`config.mk`:
```
export PLATFORM = sky130hd
export DESIGN_NAME = gpio_hex_display
export DESIGN_NICKNAME = d
export VERILOG_FILES = /design/src/rtl/gpio_hex_display.sv
export SDC_FILE = /design/constraint.sdc
export NUM_CORES = 1
export LEC_CHECK = 0
export CELL_PAD_IN_SITES_DETAIL_PLACEMENT = 2
export CELL_PAD_IN_SITES_GLOBAL_PLACEMENT = 2
export CORE_MARGIN = 2
export CORE_UTILIZATION = 37
export CTS_CLUSTER_DIAMETER = 80
export DETAILED_ROUTE_END_ITERATION = 16
export PLACE_DENSITY_LB_ADDON = 0.1
export SLEW_MARGIN = 0
export SYNTH_ARGS = -nofsm -noshare
export SYNTH_HDL_FRONTEND = slang
export SYNTH_SLANG_ARGS = --single-unit
```
`constraint.sdc`:
```
create_clock -name clk -period 7.1 [get_ports clk]
set_clock_uncertainty 0.15 [all_clocks]
set_input_delay 1.065 -clock clk [delete_from_list [all_inputs] [get_ports clk]]
set_output_delay 1.065 -clock clk [all_outputs]
set_load 0.02 [all_outputs]
```
`src/rtl/gpio_hex_display.sv`:
```
// gpio_hex_display: consumer end of the CPU's 32-bit GPIO output port.
// The registered output word is converted to decimal with a serial
// shift-add-3 (double-dabble) engine and shown on active-low seven-segment
// digits. A conversion starts only when the word differs from the last
// converted one, so the CPU may rewrite the port at any rate.
// Optional macro HEX_BLANK_EN: blank leading zero digits (digit 0 is never
// blanked).
module gpio_hex_display #(
    parameter int NUM_DIGITS = 8
) (
    input  logic                    clk,
    input  logic                    rst_n,
    input  logic [31:0]             value,
    output logic [7*NUM_DIGITS-1:0] hex_out,
    output logic                    overflow,
    output logic                    busy
);

    localparam logic [1:0] IDLE   = 2'd0;
    localparam logic [1:0] SHIFT  = 2'd1;
    localparam logic [1:0] UPDATE = 2'd2;

    logic [1:0]             state;
    logic [31:0]            value_q;
    logic [31:0]            last_conv;
    logic [31:0]            shift_reg;
    logic [39:0]            bcd_reg;
    logic [4:0]             count;
    logic                   valid;

    logic [71:0]            dd_next;
    logic [7*NUM_DIGITS-1:0] hex_next;
    logic                   overflow_next;
`ifdef HEX_BLANK_EN
    logic                   leading;
`endif

    // Segment pattern {g,f,e,d,c,b,a}, active-low; non-decimal nibbles show "-".
    function automatic logic [6:0] seg_decode(input logic [3:0] nib);
        case (nib)
            4'd0:    seg_decode = 7'b1000000;
            4'd1:    seg_decode = 7'b1111001;
            4'd2:    seg_decode = 7'b0100100;
            4'd3:    seg_decode = 7'b0110000;
            4'd4:    seg_decode = 7'b0011001;
            4'd5:    seg_decode = 7'b0010010;
            4'd6:    seg_decode = 7'b0000010;
            4'd7:    seg_decode = 7'b1111000;
            4'd8:    seg_decode = 7'b0000000;
            4'd9:    seg_decode = 7'b0010000;
            default: seg_decode = 7'b0111111;
        endcase
    endfunction

    // Add 3 to every BCD nibble that is 5 or more, ahead of the next shift.
    function automatic logic [39:0] add3(input logic [39:0] bcd);
        logic [39:0] res;
        res = bcd;
        for (int i = 0; i < 10; i++) begin
            if (bcd[4*i +: 4] >= 4'd5)
                res[4*i +: 4] = bcd[4*i +: 4] + 4'd3;
        end
        return res;
    endfunction

    // One double-dabble step: adjust the BCD nibbles, then shift the pair left.
    always_comb begin
        dd_next = {add3(bcd_reg), shift_reg} << 1;
    end

    // Segment image and overflow flag derived from the finished BCD result.
    always_comb begin
        // NOTE: every combinational output gets a default before any branch,
        // otherwise an unassigned path infers a latch.
        hex_next      = '1;
        overflow_next = 1'b0;
`ifdef HEX_BLANK_EN
        leading       = 1'b1;
`endif
        for (int i = NUM_DIGITS - 1; i >= 0; i--) begin
            hex_next[7*i +: 7] = seg_decode(bcd_reg[4*i +: 4]);
`ifdef HEX_BLANK_EN
            if (leading && i != 0 && bcd_reg[4*i +: 4] == 4'd0)
                hex_next[7*i +: 7] = 7'b1111111;
            else
                leading = 1'b0;
`endif
        end
        for (int i = 0; i < 10; i++) begin
            if (i >= NUM_DIGITS && bcd_reg[4*i +: 4] != 4'd0)
                overflow_next = 1'b1;
        end
    end

    // Input pipeline register: loads every cycle, reset or not.
    always_ff @(posedge clk) begin
        // NOTE: value_q is a plain data pipeline stage; leaving it out of
        // reset lets a word present during reset be converted right after.
        value_q <= value;
    end

    // Conversion FSM: capture on change, 32 shift steps, then display update.
    always_ff @(posedge clk) begin
        if (!rst_n) begin
            // NOTE: sequential state uses non-blocking assignments so every
            // register samples the pre-edge values of its neighbours.
            state     <= IDLE;
            hex_out   <= '1;
            overflow  <= 1'b0;
            busy      <= 1'b0;
            count     <= 5'd0;
            valid     <= 1'b0;
            shift_reg <= 32'd0;
            bcd_reg   <= 40'd0;
            last_conv <= 32'd0;
        end else begin
            case (state)
                IDLE: begin
                    if (!valid || value_q != last_conv) begin
                        shift_reg <= value_q;
                        bcd_reg   <= 40'd0;
                        last_conv <= value_q;
                        count     <= 5'd0;
                        busy      <= 1'b1;
                        state     <= SHIFT;
                    end else begin
                        busy      <= 1'b0;
                    end
                end
                SHIFT: begin
                    bcd_reg   <= dd_next[71:32];
                    shift_reg <= dd_next[31:0];
                    count     <= count + 5'd1;
                    if (count == 5'd31)
                        state <= UPDATE;
                end
                UPDATE: begin
                    hex_out  <= hex_next;
                    overflow <= overflow_next;
                    valid    <= 1'b1;
                    busy     <= 1'b0;
                    state    <= IDLE;
                end
                default: begin
                    busy  <= 1'b0;
                    state <= IDLE;
                end
            endcase
        end
    end

endmodule
```
* Word level (Yosys, flattened, before mapping) *
Memories as Yosys holds them, arrays and structs flattened. A register that Yosys moved wholly into a read port is not among the register bits.
Cells that the tools add are included.

operators by class
  add/subtract/negate cells = 11
  order comparisons = 10
  equal/unequal tests = 6
  multiplexer cells = 23
  reduce and logical (&&, ||, !) cells = 17

operator list
  cell                 count
  $pmux 40 s2          1
  $pmux 32 s2          1
  $ge 4x3->1 const B   10
  $mux 40              1
  $add 4x2->4 const B  9
  $mux 4               9
  $mux 32              1
  $ne 32x32->1         1
  $pmux 5 s2           1
  $logic_not 1->1      9
  $reduce_bool 4->1    2
  $reduce_and 2->1     3
  $add 5x1->5 const B  1
  $eq 5x5->1 const B   1
  $mux 5               1
  $mux 2               2
  $ne 2x2->1 const B   2
  $pmux 2 s2           1
  $add 3x2->3 const B  1
  $mux 1               3
  $mux 3               1
  $eq 2x1->1 const B   1
  $eq 2x2->1 const B   1
  $logic_not 2->1      1
  3 further kinds      3

word-level totals
  flip-flop bits (word level) = 146
  bits in read-only memories = 896
  input port bits = 34
  output and inout bits = 58
  memories = 8

memories
  memory           words  width  rd ports  clocked after Yosys merged registers in  wr ports  RTL line  source
  (no name shown)  16     7      1         1                                        0         40        case (nib)
  (no name shown)  16     7      1         1                                        0         40
  (no name shown)  16     7      1         1                                        0         40
  (no name shown)  16     7      1         1                                        0         40
  (no name shown)  16     7      1         1                                        0         40
  (no name shown)  16     7      1         1                                        0         40
  2 more memories  --     --     --        --                                       --        --

* Logic depth before layout (Yosys ltp) *
Gate-level depths: netlist (run 1).

  depth after elaboration = 4
  depth in mapped cells = 9
  gate-level depth less buffers = 8

* Least setup slack after synthesis (run 1) *
Ideal clock, no wire load.

  path kind = input -> register
  from = input port rst_n
  to = register shift_reg[14]
  setup time = 0.070 ns
  data arrival time = 2.092 ns
  data required time = 6.880 ns
  slack = 4.788 ns
  cell stages on the path = 5
  cells stage by stage = clkbuf_1 > clkbuf_1 > buf_1 > o221ai_1 > a21oi_1

RTL lines
  element                 RTL line  source
  start: declaration      12        input logic rst_n,
  end signal: assignment  120       shift_reg <= value_q;
  end signal: assignment  132       shift_reg <= dd_next[31:0];
  end: declaration        26        logic [31:0] shift_reg;

* Worst setup path after layout (run 1) *
  from = register state[0]
  to = register hex_out[54]

between the ends
  word-level cells in the longest chain between the ends = 1

RTL lines
  element                   RTL line  source
  start: declaration        23        logic [1:0] state;
  start signal: assignment  107       state <= IDLE;
  start signal: assignment  125       state <= SHIFT;
  start signal: assignment  135       state <= UPDATE;
  $eq 2x2->1                117       case (state)
  end: declaration          14        output logic [7*NUM_DIGITS-1:0] hex_out,

Every way passes these cells.
A chain may end at the register's enable or synchronous reset.

==> results of run 1 <==
cell type report:
cell class | count | area share, %
repair buffers | 105 | 8.75
clock inverters | 10 | 1.33
clock buffers | 32 | 6.06
inverters | 38 | 1.23
well taps | 335 | 3.62
multi-input cells | 837 | 44.1
flip-flops and latches | 202 | 34.9
power by group through the flow:
stage	Clock, mW	Combinational (mW)	Sequential, mW
2_1_floorplan	0	0.121	1.22
5_1_grt	1.42	0.204	1.21
3_3_place_gp	0	0.179	1.23
4_1_cts	1.37	0.186	1.21
3_5_place_dp	0	0.184	1.23
6_report	1.34	0.183	1.21
logic make-up (layout without fill, tap and decap cells):
family | after synthesis | count (layout) | share of synthesized area (%)
AND/OR/NAND/NOR | 405 | 405 | 19.5
AO/OA/AOI/OAI | 323 | 323 | 20.9
flip-flops | 202 | 202 | 41.9
buffers and inverters | 129 | 185 | 5.43
adder cells (fa/ha/maj) | 51 | 51 | 6.61
XOR/XNOR | 44 | 44 | 4.22
multiplexers | 14 | 14 | 1.45
per-layer routing:
metal,routed length (um),part of all wire [%],global-route usage [%]
met5,0,0,0
met4,789,2.7,6.31
met3,765,2.6,2.57
met2,14600,50,38.9
met1,13000,45,27.3
cell usage in the layout, fill, tap and decap left out, drive strengths merged, types with 15 or more instances in the layout:
| cell | instances |
|---|---|
| dfxtp | 202 |
| nor2 | 107 |
| ha | 51 |
| o31ai | 21 |
| nand2 | 121 |
| o21ai | 112 |
| clkdlybuf4s50 | 90 |
| o22ai | 19 |
| nor3 | 32 |
| a21oi | 88 |
| or3 | 19 |
| nand3 | 67 |
| xnor2 | 43 |
| clkbuf | 32 |
| inv | 37 |
| buf | 15 |
| and3 | 21 |
| o221ai | 15 |
how the worst max path moves through the flow:
stage / to / slack (ns) / depth (start not counted)
CTS: hex_out[54]$_SDFFE_PN1N_ / 3.73 / 6
finish: hex_out[54]$_SDFFE_PN1N_ / 3.74 / 6
global placement: hex_out[52]$_SDFFE_PN1N_ / 3.78 / 6
floorplan: shift_reg[14]$_SDFFE_PN0P_ / 4.79 / 5
detailed placement: shift_reg[16]$_SDFFE_PN0P_ / 3.67 / 6
global route: last_conv[7]$_SDFFE_PN0P_ / 3.42 / 7
worst reg2reg max path, delay by kind of cell (launching register included):
kind            cells  cell delay (ns)
buf+inv             3             1.57
compound gates      2             0.80
simple gates        1             0.41
flops               1             0.31
==> flow_metrics.env, run 1 <==
export IMPL_status="completed"
export IMPL_syn2layout_area_growth_pct=19.9
export IMPL_nets=1293
export IMPL_pwr_share_clk_pct=49.0
export IMPL_netSwitchingFraction_pct=23.8
export IMPL_p_int_mw=2.08
export IMPL_yosys_area_top_type="dfxtp_1"
export IMPL_cts_tree="yes"
export IMPL_synth_top_area_share_pct=41.9
export IMPL_maxCapViolations=0
export IMPL_hpwlAfterDp_um=19200
export IMPL_regArea_um2=4040
export IMPL_max_freq_mhz=298
export IMPL_postLayoutCellArea_um2=11600
export IMPL_drive_gt1_share_pct=6.54
export IMPL_path_class="reg -> reg"
export IMPL_dieHeight_um=166
export IMPL_filler_cell_count=2878
export IMPL_stdcell_count=1559
export IMPL_num_antenna_cells=0
export IMPL_ys_ff_latch=202
export IMPL_placedInstanceArea_um2=10700
export IMPL_coreArea_um2=25800
export IMPL_clockBufferDepth=3
export IMPL_hold_ws_ns=0.318
export IMPL_min_from="last_conv[23]$_SDFFE_PN0P_"
export IMPL_critPathMaxStageDelay_ns=0.60
export IMPL_setup_viol=0
export IMPL_path_delay_family="buffers and inverters"
export IMPL_largest_reg_flops=56
export IMPL_die_x_um=166
export IMPL_crit_path_start="state[0]$_SDFFE_PN0P_"
export IMPL_antenna_found_initial=0
export IMPL_required_ns=7.35
export IMPL_ant_nets=0
export IMPL_drv_slew=0
export IMPL_crit_top_cell="buf_4"
export IMPL_rrSetupSlack_ns=3.74
export IMPL_synth_flop_cell="dfxtp_1"
export IMPL_vias=8687
export IMPL_netlist_instances=1168
export IMPL_grt_max_degree=68
export IMPL_drc=0
export IMPL_clk_pin_slew_worst_paths_ns=0.06
export IMPL_cts_htree_levels=1
export IMPL_startpoint_type="flip-flop"
export IMPL_grt_pass1_wl_um=48300
export IMPL_hold_end="last_conv[23]$_SDFFE_PN0P_"
export IMPL_die_area_um2=27400
export IMPL_synth_cell_types=49
export IMPL_syn_avg_cell_area_um2=8.27
export IMPL_rr_worst_depth=6
export IMPL_p_sw_mw=0.649
export IMPL_fin_ws_ns=3.74
export IMPL_pwr_share_comb_pct=6.7
export IMPL_syn_nets=1253
export IMPL_grt_overflow_total=0
export IMPL_drtPass1Iterations=4
export IMPL_path_buf_inv=3
export IMPL_ir_worst_vdd_mv=0.182
export IMPL_layout_min_cycle_time_ns=3.36
export IMPL_dp_cells=1517
export IMPL_clkLatencyLatePin_ns=0.52
export IMPL_multi_input_area_um2=5100
export IMPL_worst_r2r_endpoint="hex_out[54]$_SDFFE_PN1N_"
export IMPL_fin_setup_tns_ns=0
export IMPL_cp_cell_sequence="buf_4 -> inv_1 -> nand2_4 -> buf_4 -> o21ai_0 -> a221o_1"
export IMPL_port_buffers=91
export IMPL_synth_most_common_cell="dfxtp_1"
export IMPL_cts_resized=0
export IMPL_drt_initial_drc_count=445
export IMPL_holdPathStages=2
export IMPL_seq_power_share_pct=44.3
export IMPL_p_per_area_nw_per_um2=236
export IMPL_synthArstFlopShare_pct=0
export IMPL_synth_edff_count=0
export IMPL_core_rowCount=59
export IMPL_synthTopCellsByArea="dfxtp_1 (42%), ha_1 (6.6%), o21ai_0 (4.8%), nand2_1 (4.6%), a21oi_1 (4.4%)"
export IMPL_grt_pass1_vias=9216
export IMPL_netlist_area_um2=9660
export IMPL_post_cts_buffers=0
export IMPL_clock_sinks=202
export IMPL_power_leakage_nw=4.32
export IMPL_rsz0062_at_grt="false"
export IMPL_worst_pin_slew_ns=0.840
export IMPL_finalPower_mw=2.73
export IMPL_wl_per_cell_um=18.8
export IMPL_place_ws_ns=3.67
export IMPL_r2r_start="state[0]$_SDFFE_PN0P_"
export IMPL_clock_root_buffer="clkbuf_16"
export IMPL_final_util_pct=44.8
export IMPL_crit_path_max_fanout=67
export IMPL_yosys_top_cells_count="dfxtp_1 (202), nand2_1 (118), nor2_1 (107), o21ai_0 (92), a21oi_1 (85)"
export IMPL_routabilityCongestion=0.796
export IMPL_yosysWarningCount=0
export IMPL_critical_path_endpoint_type="flip-flop"
export IMPL_arrival_ns=3.61
export IMPL_cts_hold_buf=0
export IMPL_timing_hold_violations_final=0
export IMPL_postRouteWirelength_um=29200
export IMPL_maxSlewHeadroom_pct=43.9
export IMPL_period_share_pct=47.3
export IMPL_slowest_stage="buf_4"
export IMPL_ios=92
export IMPL_yosysSeqAreaShare_pct=41.9
export IMPL_hp_class="reg -> reg"
export IMPL_grt_use_total_pct=21.7
export IMPL_start_util_pct=37.4
export IMPL_cts_buffers=24
export IMPL_via_per_inst=5.57
Note: power is estimated with default switching activity, not from simulation.
==> inputs of run 2 (changes only) <==
Settings changed: CORE_UTILIZATION 37 to 31.
Clock period 7.1 ns to 2.9 ns, I/O delays scaled along.
==> run 2 against run 1 <==
  * Clock power rose by 150%
  * Global-route usage down 3.7 points
  * Critical path depth is 1 higher
  * Critical endpoint is now shift_reg[2]$_SDFFE_PN0P_
  * Largest cell class unchanged
  * Largest power group unchanged
==> flow_metrics.env, run 2 (synthesis gave the netlist of run 1 again) <==
export IMPL_stdcell_count=1637
export IMPL_period_share_pct=90.9
export IMPL_drv_slew=0
export IMPL_grt_use_total_pct=18.0
export IMPL_clk_pin_slew_worst_paths_ns=0.06
export IMPL_crit_path_start="value_q[6]$_DFF_P_"
export IMPL_path_delay_family="simple AND/OR/NAND/NOR gates"
export IMPL_start_util_pct=31.5
export IMPL_rsz0062_at_grt="false"
export IMPL_drt_initial_drc_count=406
export IMPL_rr_worst_depth=7
export IMPL_grt_pass1_vias=9117
export IMPL_max_freq_mhz=379
export IMPL_clock_sinks=202
export IMPL_timing_hold_violations_final=0
export IMPL_port_buffers=91
export IMPL_via_per_inst=5.27
export IMPL_coreArea_um2=30700
export IMPL_cts_buffers=26
export IMPL_post_cts_buffers=0
export IMPL_cts_htree_levels=1
export IMPL_layout_min_cycle_time_ns=2.64
export IMPL_die_x_um=181
export IMPL_die_area_um2=32600
export IMPL_ios=92
export IMPL_power_leakage_nw=4.41
export IMPL_drive_gt1_share_pct=7.90
export IMPL_rrSetupSlack_ns=0.26
export IMPL_r2r_start="value_q[6]$_DFF_P_"
export IMPL_syn2layout_area_growth_pct=22.5
export IMPL_maxCapViolations=0
export IMPL_fin_ws_ns=0.264
export IMPL_dp_cells=1591
export IMPL_crit_path_max_fanout=17
export IMPL_placedInstanceArea_um2=10900
export IMPL_antenna_found_initial=0
export IMPL_finalPower_mw=6.76
export IMPL_largest_reg_flops=56
export IMPL_clkLatencyLatePin_ns=0.53
export IMPL_worst_r2r_endpoint="shift_reg[2]$_SDFFE_PN0P_"
export IMPL_cp_cell_sequence="xnor2_2 -> nand4_1 -> or4_1 -> buf_4 -> or3_4 -> o21ai_0 -> a21oi_1"
export IMPL_maxSlewHeadroom_pct=55.8
export IMPL_drtPass1Iterations=4
export IMPL_core_rowCount=64
export IMPL_ir_worst_vdd_mv=0.485
export IMPL_path_buf_inv=1
export IMPL_mostFrequentLayoutCell="dfxtp_1"
export IMPL_most_common_layout_cells="dfxtp_1 (201), nand2_1 (117), nor2_1 (105)"
export IMPL_p_per_area_nw_per_um2=571
export IMPL_critPathMaxStageDelay_ns=0.59
export IMPL_drc=0
export IMPL_cts_tree="yes"
export IMPL_hp_class="in -> reg"
export IMPL_grt_max_degree=100
export IMPL_clockBufferDepth=3
export IMPL_critical_path_endpoint_type="flip-flop"
export IMPL_grt_overflow_total=0
export IMPL_vias=8623
export IMPL_required_ns=3.16
export IMPL_routabilityCongestion=0.791
export IMPL_hold_ws_ns=0.123
export IMPL_startpoint_type="flip-flop"
export IMPL_num_antenna_cells=0
export IMPL_path_class="reg -> reg"
export IMPL_fin_setup_tns_ns=0
export IMPL_postRouteWirelength_um=29300
export IMPL_wl_per_cell_um=17.9
export IMPL_setup_viol=0
export IMPL_place_ws_ns=0.272
export IMPL_hpwlAfterDp_um=19700
export IMPL_final_util_pct=38.6
export IMPL_arrival_ns=2.89
export IMPL_slowest_stage="or4_1"
export IMPL_cts_hold_buf=0
export IMPL_cp_endpoint="shift_reg[2]$_SDFFE_PN0P_"
export IMPL_cts_resized=0
export IMPL_cp_depth=7
export IMPL_nets=1308
export IMPL_status="completed"
export IMPL_dieHeight_um=181
export IMPL_worst_pin_slew_ns=0.662
export IMPL_postLayoutCellArea_um2=11800
export IMPL_clock_root_buffer="clkbuf_16"
export IMPL_ant_nets=0
export IMPL_grt_pass1_wl_um=49000
## run 2: layout make-up
class	instances	area, um2
fillers	3449	18800
multi-input cells	837	5110
flip-flops and latches	202	4050
repair buffers	118	1150
clock buffers	36	769
well taps	396	495
inverters	38	143
clock inverters	10	128
## run 2: report_power, final
| part | internal, mW | switching (mW) | total (mW) |
|---|---|---|---|
| clock | 2.10 | 1.24 | 3.34 |
| sequential | 2.88 | 0.0881 | 2.96 |
| combinational | 0.187 | 0.272 | 0.459 |
| total | 5.16 | 1.60 | 6.76 |
## run 2: worst min-delay path by stage
stage          slack, ns  cells past startpoint                        from                    endpoint
2_1_floorplan       0.29                      2  last_conv[25]$_SDFFE_PN0P_  last_conv[25]$_SDFFE_PN0P_
3_3_place_gp        0.30                      2  last_conv[28]$_SDFFE_PN0P_  last_conv[28]$_SDFFE_PN0P_
3_5_place_dp        0.30                      1    hex_out[43]$_SDFFE_PN1N_    hex_out[43]$_SDFFE_PN1N_
4_1_cts             0.09                      2                       rst_n    hex_out[25]$_SDFFE_PN1N_
5_1_grt             0.12                      2                       rst_n    hex_out[18]$_SDFFE_PN1N_
6_report            0.12                      2                       rst_n    hex_out[25]$_SDFFE_PN1N_
## run 2: worst register-to-register path, stage by stage, from the launching register on
cell	delay (ns)
dfxtp_1	0.44
xnor2_2	0.17
nand4_1	0.12
or4_1	0.59
buf_4	0.24
or3_4	0.50
o21ai_0	0.21
a21oi_1	0.10
## run 2: per-layer routing
layer	vias to the layer above	part of all wire, %	GRT usage, %
met2	98	49	32.2
met4	0	1.6	3.35
met3	33	2.5	2.26
li1	4246	-	-
met1	4246	46	23.4
met5	-	0	0
